--- src/rtl/pipe_pkg.sv ---
// pipe_pkg: shared pipeline widths, result/forward codes and hazard FSM state
package pipe_pkg;
  localparam int ADDR_W = 5;
  localparam int RSRC_W = 2;
  localparam logic [RSRC_W-1:0] LOAD_SRC = 2'b01;
  localparam logic [RSRC_W-1:0] IMM_SRC = 2'b11;
  localparam logic [1:0] FWD_RF = 2'b00;
  localparam logic [1:0] FWD_W = 2'b01;
  localparam logic [1:0] FWD_M = 2'b10;
  localparam logic [1:0] FWD_IMM = 2'b11;
  typedef enum logic {IDLE, BUSY} mcState_t;
endpackage

--- src/rtl/hazard_ctrl_unit_sat_counter.sv ---
// sat_counter: event counter that sticks at all-ones instead of wrapping
module sat_counter #(
  parameter int CNT_W = 32
) (
  input  logic             clk,
  input  logic             rst,
  input  logic             inc,
  output logic [CNT_W-1:0] count
);
  // count events, holding once every bit is set
  always_ff @(posedge clk)
    if (rst) count <= '0;
    else if (inc && !(&count)) count <= count + 1'b1;
endmodule

--- src/rtl/hazard_ctrl_unit.sv ---
// hazard_ctrl_unit: stall/flush/forward control with multi-cycle interlock and perf counters
module hazard_ctrl_unit
  import pipe_pkg::*;
#(
  parameter int ADDR_W = pipe_pkg::ADDR_W,
  parameter int RSRC_W = pipe_pkg::RSRC_W,
  parameter logic [RSRC_W-1:0] LOAD_SRC = pipe_pkg::LOAD_SRC,
  parameter logic [RSRC_W-1:0] IMM_SRC = pipe_pkg::IMM_SRC,
  parameter int MC_MAX_LAT = 34,
  parameter int CNT_W = 32
) (
  input  logic              clk,
  input  logic              rst,
  input  logic [ADDR_W-1:0] rs1D,
  input  logic [ADDR_W-1:0] rs2D,
  input  logic [ADDR_W-1:0] rs1E,
  input  logic [ADDR_W-1:0] rs2E,
  input  logic [ADDR_W-1:0] rdE,
  input  logic [RSRC_W-1:0] resultSrcE,
  input  logic [1:0]        pcSrcE,
  input  logic              mcStartE,
  input  logic              mcDone,
  input  logic [ADDR_W-1:0] rdM,
  input  logic [ADDR_W-1:0] rdW,
  input  logic              regWriteM,
  input  logic              regWriteW,
  input  logic [RSRC_W-1:0] resultSrcM,
  input  logic [RSRC_W-1:0] resultSrcW,
  output logic              stallF,
  output logic              stallD,
  output logic              stallE,
  output logic              flushD,
  output logic              flushE,
  output logic              flushM,
  output logic [1:0]        forwardAE,
  output logic [1:0]        forwardBE,
  output logic              mcBusy,
  output logic              mcTimeout,
  output logic [CNT_W-1:0]  stallCnt,
  output logic [CNT_W-1:0]  flushCnt
);
  localparam int WD_W = MC_MAX_LAT > 2 ? $clog2(MC_MAX_LAT) : 1;
  localparam logic [WD_W-1:0] WD_LAST = WD_W'(MC_MAX_LAT - 2);
  mcState_t state;
  logic [WD_W-1:0] wdCnt;
  logic lw, br, stallMc;
  function automatic logic [1:0] fwdSel(input logic [ADDR_W-1:0] src);
    return src == '0 ? FWD_RF :
      (src == rdM && regWriteM) ? FWD_M :
      (src == rdM && resultSrcM == IMM_SRC) ? FWD_IMM :
      (src == rdW && (regWriteW || resultSrcW == IMM_SRC)) ? FWD_W : FWD_RF;
  endfunction
  assign mcBusy = state == BUSY;
  assign lw = resultSrcE == LOAD_SRC && rdE != '0 && (rdE == rs1D || rdE == rs2D);
  assign br = pcSrcE != 2'b00 && !mcBusy;
  assign stallMc = mcBusy && !mcDone;
  // a pending multi-cycle op freezes F/D/E; otherwise a redirect outranks a load-use stall
  always_comb begin
    stallF = !rst && (stallMc || (!mcBusy && !br && lw));
    stallD = stallF;
    stallE = !rst && stallMc;
    flushM = stallE;
    flushD = !rst && br;
    flushE = !rst && !mcBusy && (br || lw);
    forwardAE = rst ? FWD_RF : fwdSel(rs1E);
    forwardBE = rst ? FWD_RF : fwdSel(rs2E);
  end
  // multi-cycle interlock with a watchdog that abandons ops that never finish
  always_ff @(posedge clk)
    if (rst) begin
      state <= IDLE;
      wdCnt <= '0;
      mcTimeout <= 1'b0;
    end else if (state == IDLE) begin
      wdCnt <= '0;
      if (mcStartE && !mcDone) state <= BUSY;
    end else if (mcDone) state <= IDLE;
    else if (wdCnt == WD_LAST) begin
      state <= IDLE;
      mcTimeout <= 1'b1;
    end else wdCnt <= wdCnt + 1'b1;
  sat_counter #(.CNT_W(CNT_W)) uStallCnt (.clk(clk), .rst(rst), .inc(stallF), .count(stallCnt));
  sat_counter #(.CNT_W(CNT_W)) uFlushCnt (.clk(clk), .rst(rst), .inc(flushD), .count(flushCnt));
endmodule

--- config.mk ---
export PLATFORM = sky130hd
export DESIGN_NAME = hazard_ctrl_unit
export DESIGN_NICKNAME = d
export VERILOG_FILES = /design/src/rtl/pipe_pkg.sv /design/src/rtl/hazard_ctrl_unit_sat_counter.sv /design/src/rtl/hazard_ctrl_unit.sv
export SDC_FILE = /design/constraint.sdc
export NUM_CORES = 1
export LEC_CHECK = 0
export CORE_ASPECT_RATIO = 1.4
export CORE_MARGIN = 8
export CORE_UTILIZATION = 47
export CTS_BUF_LIST = sky130_fd_sc_hd__clkbuf_4 sky130_fd_sc_hd__clkbuf_8 sky130_fd_sc_hd__clkbuf_16
export DETAILED_ROUTE_END_ITERATION = 16
export PLACE_DENSITY_LB_ADDON = 0.15
export SKIP_LAST_GASP = 1
export SYNTH_ARGS = -nofsm -noshare
export SYNTH_HDL_FRONTEND = slang
export SYNTH_SLANG_ARGS = --single-unit
export TNS_END_PERCENT = 30
--- constraint.sdc ---
create_clock -name clk -period 2.5 [get_ports clk]
set_input_delay 0.5 -clock clk [delete_from_list [all_inputs] [get_ports clk]]
set_output_delay 0.5 -clock clk [all_outputs]
set_load 0.01 [all_outputs]
==> run metrics, run 1 <==
met1 wire length=4470 µm; critical setup path kind=primary input to output pin; Highest Clock Rate=around 0.40 GHz; total length of routed met3 wires=719 µm; Area after DPL=5390 µm²; wirelength, routed=around 11000 µm; RSZ-0062 raised after global routing=true; horizontal extent of the die=just over 90 µm; Worst Setup Start Kind=primary input; endpoints failing hold=0; Yosys top cell area share=0.371; largest buffer count on any clock path=2; instance count after placement with tap cells included=around 700; clock transition at the register clock pins on the worst setup and hold paths after CTS=roughly 60 ps; fin area=5790 µm²; commonest register cell after synthesis=dfxtp_1; routed vias=3846; worst slew slack as a fraction of its limit=0.615; total DRC errors in the routed layout=0; Final setup violation count=2; run status=complete, but fails checks; Worst setup EP type=output pin; global-route wire length before repair=17600 µm; worst slew pin tran=roughly 570 ps; Hold Path Class=flip-flop to flip-flop; total of max-cap violations=0; # diodes=0; Layout fillers=683; height of the chip=approximately 120 µm; number of standard cells in the final layout excluding fillers=724; library cell with the largest summed area after synthesis=dfxtp_1; worst clock skew=8.02 ps; minimum clock period after layout=2520 ps; Yosys Warn Count=0; number of flops mapped to enable cells by yosys=0; starting utilization of the core area=0.479; maximum level of the CTS H-tree=3; Post-Syn Area per Cell=8.37 µm²; clk root buf=clkbuf_16; Synthesized Nets=517; total of buffers placed on input and output ports=124; via count of the first global-routing pass=3815; PnR worst setup slack=-17.4 ps; count of unique library cells instantiated by Yosys=48; clock latency reported for the late side of the worst-skew pair=approximately 330 ps; clock tree from TritonCTS=built; overflow left after global routing=0; row count=39; Total GRT Usage=0.188; Seq cells post-synth=between 70 and 80; share of synthesized area occupied by flip-flops and latches=0.371; data required time at the worst endpoint=about 2000 ps; # clock sinks=72; Core Box Area=8100 µm²; Power Dens Cells=444 nW/µm²; synthesized instance count=464; routed via count divided by cell count=5.31; cell types with the largest area share after synthesis=dfxtp_1 (37%), xnor2_1 (13%), nor2_1 (6.9%), xor2_1 (5.9%), nand3_1 (4.4%); number of antenna violations at the first check in global routing=0; WL met2=5560 µm; maximum fanout along the worst path=2; leakage power total=2.10 nW; RD Place Congestion=approximately 0.9; Die Outline Area=11500 µm²; First DRT Iteration DRCs=~140; proportion of synthesized flip-flops having asynchronous set or reset=0; number of slew-limit violations in the final report=0; proportion of layout cells with a drive suffix above 1=0.129; fraction of the cycle the final worst path needs=1.01; largest net degree at the start of global routing=52; post-DP HPWL=8260 µm; Detail Route Antenna Nets=0; Arr. time, crit path=2020 ps; number of top-level design ports=125; nets@finish=671; highest metal layer with signal wires=met4; netlist area before placement=3880 µm²; violations in the final reports=negative setup slack; drt wl/cell=15.1 µm; Layout area overhead=49.1%; hold bufs inserted after CTS=0; CTS buffer count=9; drt pass-1 iters=4; highest ir drop seen on vdd=0.349 mV
## flip-flops by register name, summed over array words and instances, names as in the netlist
name / flops
mcTimeout: 1
uStallCnt.count: 32
wdCnt: 6
mcBusy: 1
uFlushCnt.count: 32
## cell families after synthesis
| kind of cell | after synthesis | synth area share |
|---|---|---|
| AOI/OAI and AO/OA | 28 | 0.0496 |
| and+or+nand+nor | 244 | 0.331 |
| adders and majority gates | 4 | 0.0129 |
| muxes | 5 | 0.0155 |
| DFF | 72 | 0.371 |
| buffers and inverters | 27 | 0.0306 |
| xor gates and xnor gates | 84 | 0.189 |
## power by group
part | internal, W | switching (W)
Clock | 0.000697 | 0.000458
Combinational | 0.000143 | 0.000111
Sequential | 0.00115 | 0.00000740
Total | 0.00199 | 0.000577
## layer usage
| layer | vias to the layer above | track usage |
|---|---|---|
| li1 | 1921 | - |
| met1 | 1817 | 0.203 |
| met2 | 94 | 0.329 |
| met3 | 14 | 0.0705 |
| met4 | 0 | 0.0627 |
| met5 | - | 0 |
## cell usage after synthesis (8+ instances only)
library cell	n
nor4_1	9
nand3_1	34
xor2_1	26
nor3_1	28
and3_1	10
nor2_1	71
nand4_1	20
inv_1	10
and4_1	8
clkbuf_1	8
xnor2_1	58
nand2_1	25
dfxtp_1	72
## through the flow
stage | TNS, ps | setup WS (ps) | power (W) | utilization | hold slack, ps
after CTS | -285 | -65.9 | 0.00259 | 0.699 | 487
final | -22.4 | -17.4 | 0.00257 | 0.715 | 478
after floorplan | 0 | 55.3 | 0.00128 | - | 472
after global placement | -10360 | -495 | 0.00143 | 0.666 | 454
after detailed placement | -11500 | -507 | 0.00144 | 0.666 | 475
after global routing | -646 | -122 | 0.00267 | 0.715 | 514
## path summary, 6_finish.rpt
check	from	end	slack, ps	cells after the start
hold / removal	mcTimeout	mcTimeout	480	2
setup / recovery	rs2E[4]	forwardBE[1]	-20	7
setup reg to reg	uStallCnt.count[2]	uStallCnt.count[21]	300	7
hold reg to reg	mcTimeout	mcTimeout	480	2
## critical path, stage by stage
cell and delay (ps):
clkdlybuf4s50_1 530, xnor2_1 140, nand3_1 110, nor3_2 150, buf_4 150, nor3b_2 180
clkdlybuf4s15_2 250
## cell type report
| cell class | instances | area, µm² | share of cell area |
|---|---|---|---|
| Clock buffer | 12 | 248 | 0.0428 |
| Multi-Input combinational cell | 365 | 2420 | 0.417 |
| Timing Repair Buffer | 160 | 1500 | 0.259 |
| Clock inverter | 3 | 20.0 | 0.00346 |
| Tap cell | 102 | 128 | 0.0220 |
| Sequential cell | 72 | 1440 | 0.249 |
| Inverter | 10 | 37.5 | 0.00648 |
## cell usage in the layout (no fill, tap or decap), drive strengths merged, types with 4 or more instances in the layout
master	netlist	layout
clkdlybuf4s50	0	99
dfxtp	72	72
nor2	71	71
xnor2	58	58
buf	9	43
nand3	34	34
nor3	31	31
xor2	26	26
nand2	26	26
nand4	20	20
clkbuf	8	12
inv	10	10
and3	10	10
nor4	10	10
dlygate4sd2	0	9
and4	9	9
dlymetal6s2s	0	8
a21oi	7	7
nor2b	7	7
and2	6	6
o21ai	6	6
nor3b	5	5
or3	4	4
a21o	4	4
ha	4	4
## what timing repair did
| action | CTS | global route |
|---|---|---|
| resized for setup | 44 | 20 |
| setup buffers | 2 | 4 |
| setup endpoints to repair | 16 | 25 |
| pin swaps | 8 | 6 |
Note: power is estimated with default switching activity, not from simulation.
==> inputs of run 2 (changes only) <==
--- a/config.mk
+++ b/config.mk
@@ -6,7 +6,7 @@
 export NUM_CORES = 1
 export LEC_CHECK = 0
 export CORE_ASPECT_RATIO = 1.4
-export CORE_MARGIN = 8
+export CORE_MARGIN = 2
 export CORE_UTILIZATION = 47
 export CTS_BUF_LIST = sky130_fd_sc_hd__clkbuf_4 sky130_fd_sc_hd__clkbuf_8 sky130_fd_sc_hd__clkbuf_16
 export DETAILED_ROUTE_END_ITERATION = 16
==> run 2 against run 1 <==
Against the previous run: largest cell class unchanged; register-to-register slack is essentially flat; fmax shrank 0.70%; critical path type unchanged; first-iteration DRC count grew 6.9%; non-clock buffer count shrank 2; worst setup slack lost 18 ps; final cell count shrank 0.14%; sequential power is essentially flat; the run still ends with negative setup slack left.
==> run metrics, run 2 (synthesis results as in run 1) <==
data required time at the worst endpoint=2000 ps (about the same); combinational group share of total power=0.094 (-0.005); routed via count divided by cell count=5.35 (+0.69%); highest ir drop seen on vdd=0.408 mV (+17%); overflow left after global routing=0 (unchanged); height of the chip=112 µm (-9.7%); via count of the first global-routing pass=3672 (-3.7%); violations in the final reports=negative setup slack; minimum clock period after layout=2540 ps (+17.8 ps); core utilization of the finished layout=0.717 (+0.00170); CP max stage cell=or4_1; Layout fillers=663 (-2.9%); critical setup path kind=primary input to output pin; endpoints failing hold=0 (unchanged); # diodes=0 (unchanged); most frequent standard cell in the layout excluding fill and tap cells=clkdlybuf4s50_1; worst slew slack as a fraction of its limit=0.641 (+0.0267); worst slew pin tran=538 ps (-35.3 ps); pre-CTS WS=-513 ps (-6.35 ps); Total GRT Usage=0.230 (+0.0426); Highest Clock Rate=0.394 GHz (-0.70%); number of top-level design ports=125 (unchanged); Power Dens Cells=467 nW/µm² (+5.3%); starting utilization of the core area=0.479 (unchanged); RD Place Congestion=0.877 (-0.45%); Arr. time, crit path=2040 ps (+20 ps); multi-input gate area in the final layout=2420 µm² (+0.21%); RR Endpoint=uStallCnt.count[11]; Crit path depth=7 (unchanged); routed vias=3867 (+0.55%); Detail Route Antenna Nets=0 (unchanged); total of max-cap violations=0 (unchanged); maximum fanout along the worst path=3 (+1); portion of total power attributed to sequential cells=0.428 (-0.024); fraction of the cycle the final worst path needs=1.01 (+0.00711); total power after layout=0.00271 W (+5.5%); top library cells by usage in the layout, fill and taps aside=clkdlybuf4s50_1 (104), dfxtp_1 (72), nor2_1 (71), xnor2_1 (57); nets@finish=669 (-0.30%); clock latency reported for the late side of the worst-skew pair=330 ps (about the same); global-route wire length before repair=16600 µm (-5.8%); total of buffers placed on input and output ports=124 (unchanged); leakage power total=2.09 nW (-0.46%); Final setup violation count=2 (unchanged); top cell family by delay on the critical path=simple AND/OR/NAND/NOR gates; drt pass-1 iters=5 (+1); cell-by-cell trace of the critical path=dlygate4sd2_1 -> or4_1 -> nor2_1 -> nor3b_2 -> a31oi_4 -> inv_1 -> dlygate4sd2_1; post-DP HPWL=7550 µm (-8.7%); Layout area overhead=49.5%; number of buffers inserted by post-CTS setup repair=0 (-2); Hold Path Class=flip-flop to flip-flop; reg2reg setup slack=310 ps (about the same); run status=complete, but fails checks; Die Outline Area=9020 µm² (-21%); Worst Setup Start Kind=primary input; R2R Path Start=uStallCnt.count[16]; Register-to-Register Path Depth=8 (+1); horizontal extent of the die=80.8 µm (-13%); proportion of layout cells with a drive suffix above 1=0.126 (-0.00301); maximum level of the CTS H-tree=3 (unchanged); worst clock skew=5.08 ps (-2.94 ps); clock transition at the register clock pins on the worst setup and hold paths after CTS=60 ps (about the same); clock tree from TritonCTS=built; largest buffer count on any clock path=2 (unchanged); number of slew-limit violations in the final report=0 (unchanged); row count=39 (unchanged); total DRC errors in the routed layout=0 (unchanged); hold worst-path end=mcTimeout; # clock sinks=72 (unchanged); PnR worst setup slack=-35.2 ps (-17.8 ps); worst hold path depth=2 (unchanged); part of the total power dissipated in the clock network=0.478 (+0.029); largest registers ranked by flip-flop count=uFlushCnt.count (32), uStallCnt.count (32), wdCnt (6); number of antenna violations at the first check in global routing=0 (unchanged); Worst Path Buf+Inv=3 (unchanged); Core Box Area=8100 µm² (unchanged); Sequential Area=1440 µm² (unchanged); hold wc startpoint=mcTimeout; CTS buffer count=9 (unchanged); worst hold slack after final layout=476 ps (-1.96 ps); Sw Ratio=0.227 (+0.00220); largest net degree at the start of global routing=55 (+5.8%); drt wl/cell=14.2 µm (-5.7%); wirelength, routed=10300 µm (-5.8%); RSZ-0062 raised after global routing=true; Worst setup EP type=output pin; Sw Pwr=0.000614 W (+6.5%); most frequent cell on the critical path=dlygate4sd2_1; clk root buf=clkbuf_16; Critical Path Max Stage Delay=510 ps (-20 ps); internal power=0.00210 W (+5.2%); First DRT Iteration DRCs=154 (+6.9%)
## run 2: changes by cell type in the layout (fill, tap and decap cells not counted), sizes merged
cell and change:
dlygate4sd2 +1, clkbuf -1, inv +1, buf -5
clkdlybuf4s50 +5, dlymetal6s2s -4, bufinv +1, clkinvlp +1
## run 2: area by class of cell
cell class | count | share of cell area
sequential | 72 | 0.248
clock buffer | 10 | 0.0412
multi-input combinational | 365 | 0.417
clock inverter | 6 | 0.0114
tap | 102 | 0.0220
timing repair buffer | 158 | 0.253
inverter | 10 | 0.00647
## run 2: worst register-to-register path, delay by kind of cell, from the launching register on
kind / cells / cell delay [ps]
buffers and inverters: 1 / 330
and+or+nand+nor: 6 / 1190
DFF: 1 / 400
xor gates and xnor gates: 1 / 160
## run 2: power by group through the flow
stage / registers (W) / clock network (W) / logic [W]
floorplan: 0.00119 / 0 / 0.0000971
global placement: 0.00118 / 0 / 0.000247
detailed placement: 0.00118 / 0 / 0.000252
CTS: 0.00116 / 0.00132 / 0.000253
global route: 0.00116 / 0.00137 / 0.000274
finish: 0.00116 / 0.00130 / 0.000254
## run 2: per-layer routing
metal / up-vias / wire length (µm) / global-route usage
met5: - / 0 / 0
met4: 0 / 266 / 0.0927
met3: 23 / 601 / 0.0640
met2: 128 / 5180 / 0.393
met1: 1792 / 4240 / 0.266
li1: 1924 / - / -
## run 2: metrics by stage
step	area, µm²	instances	setup TNS, ps
global placement	5420	707	-10880
finish	5800	723	-52.4
global route	5800	723	-570
CTS	5730	723	-266
detailed placement	5420	707	-11800
floorplan	3880	464	0
## run 2: worst max-delay path by stage
stage / startpoint / end / slack (ps)
finish: rdE[1] / stallD / -40
global route: rdE[1] / stallD / -90
CTS: rs2E[0] / forwardBE[1] / -90
detailed placement: rs1E[3] / forwardAE[0] / -510
global placement: rdE[2] / stallF / -490
floorplan: rdE[1] / stallF / 60
## run 2: what timing repair did
action / CTS / global route
cloned: 0 / 0
setup endpoints to repair: 13 / 17
hold buffers: 0 / 0
gates resized for setup: 32 / 17
pin swaps: 8 / 3
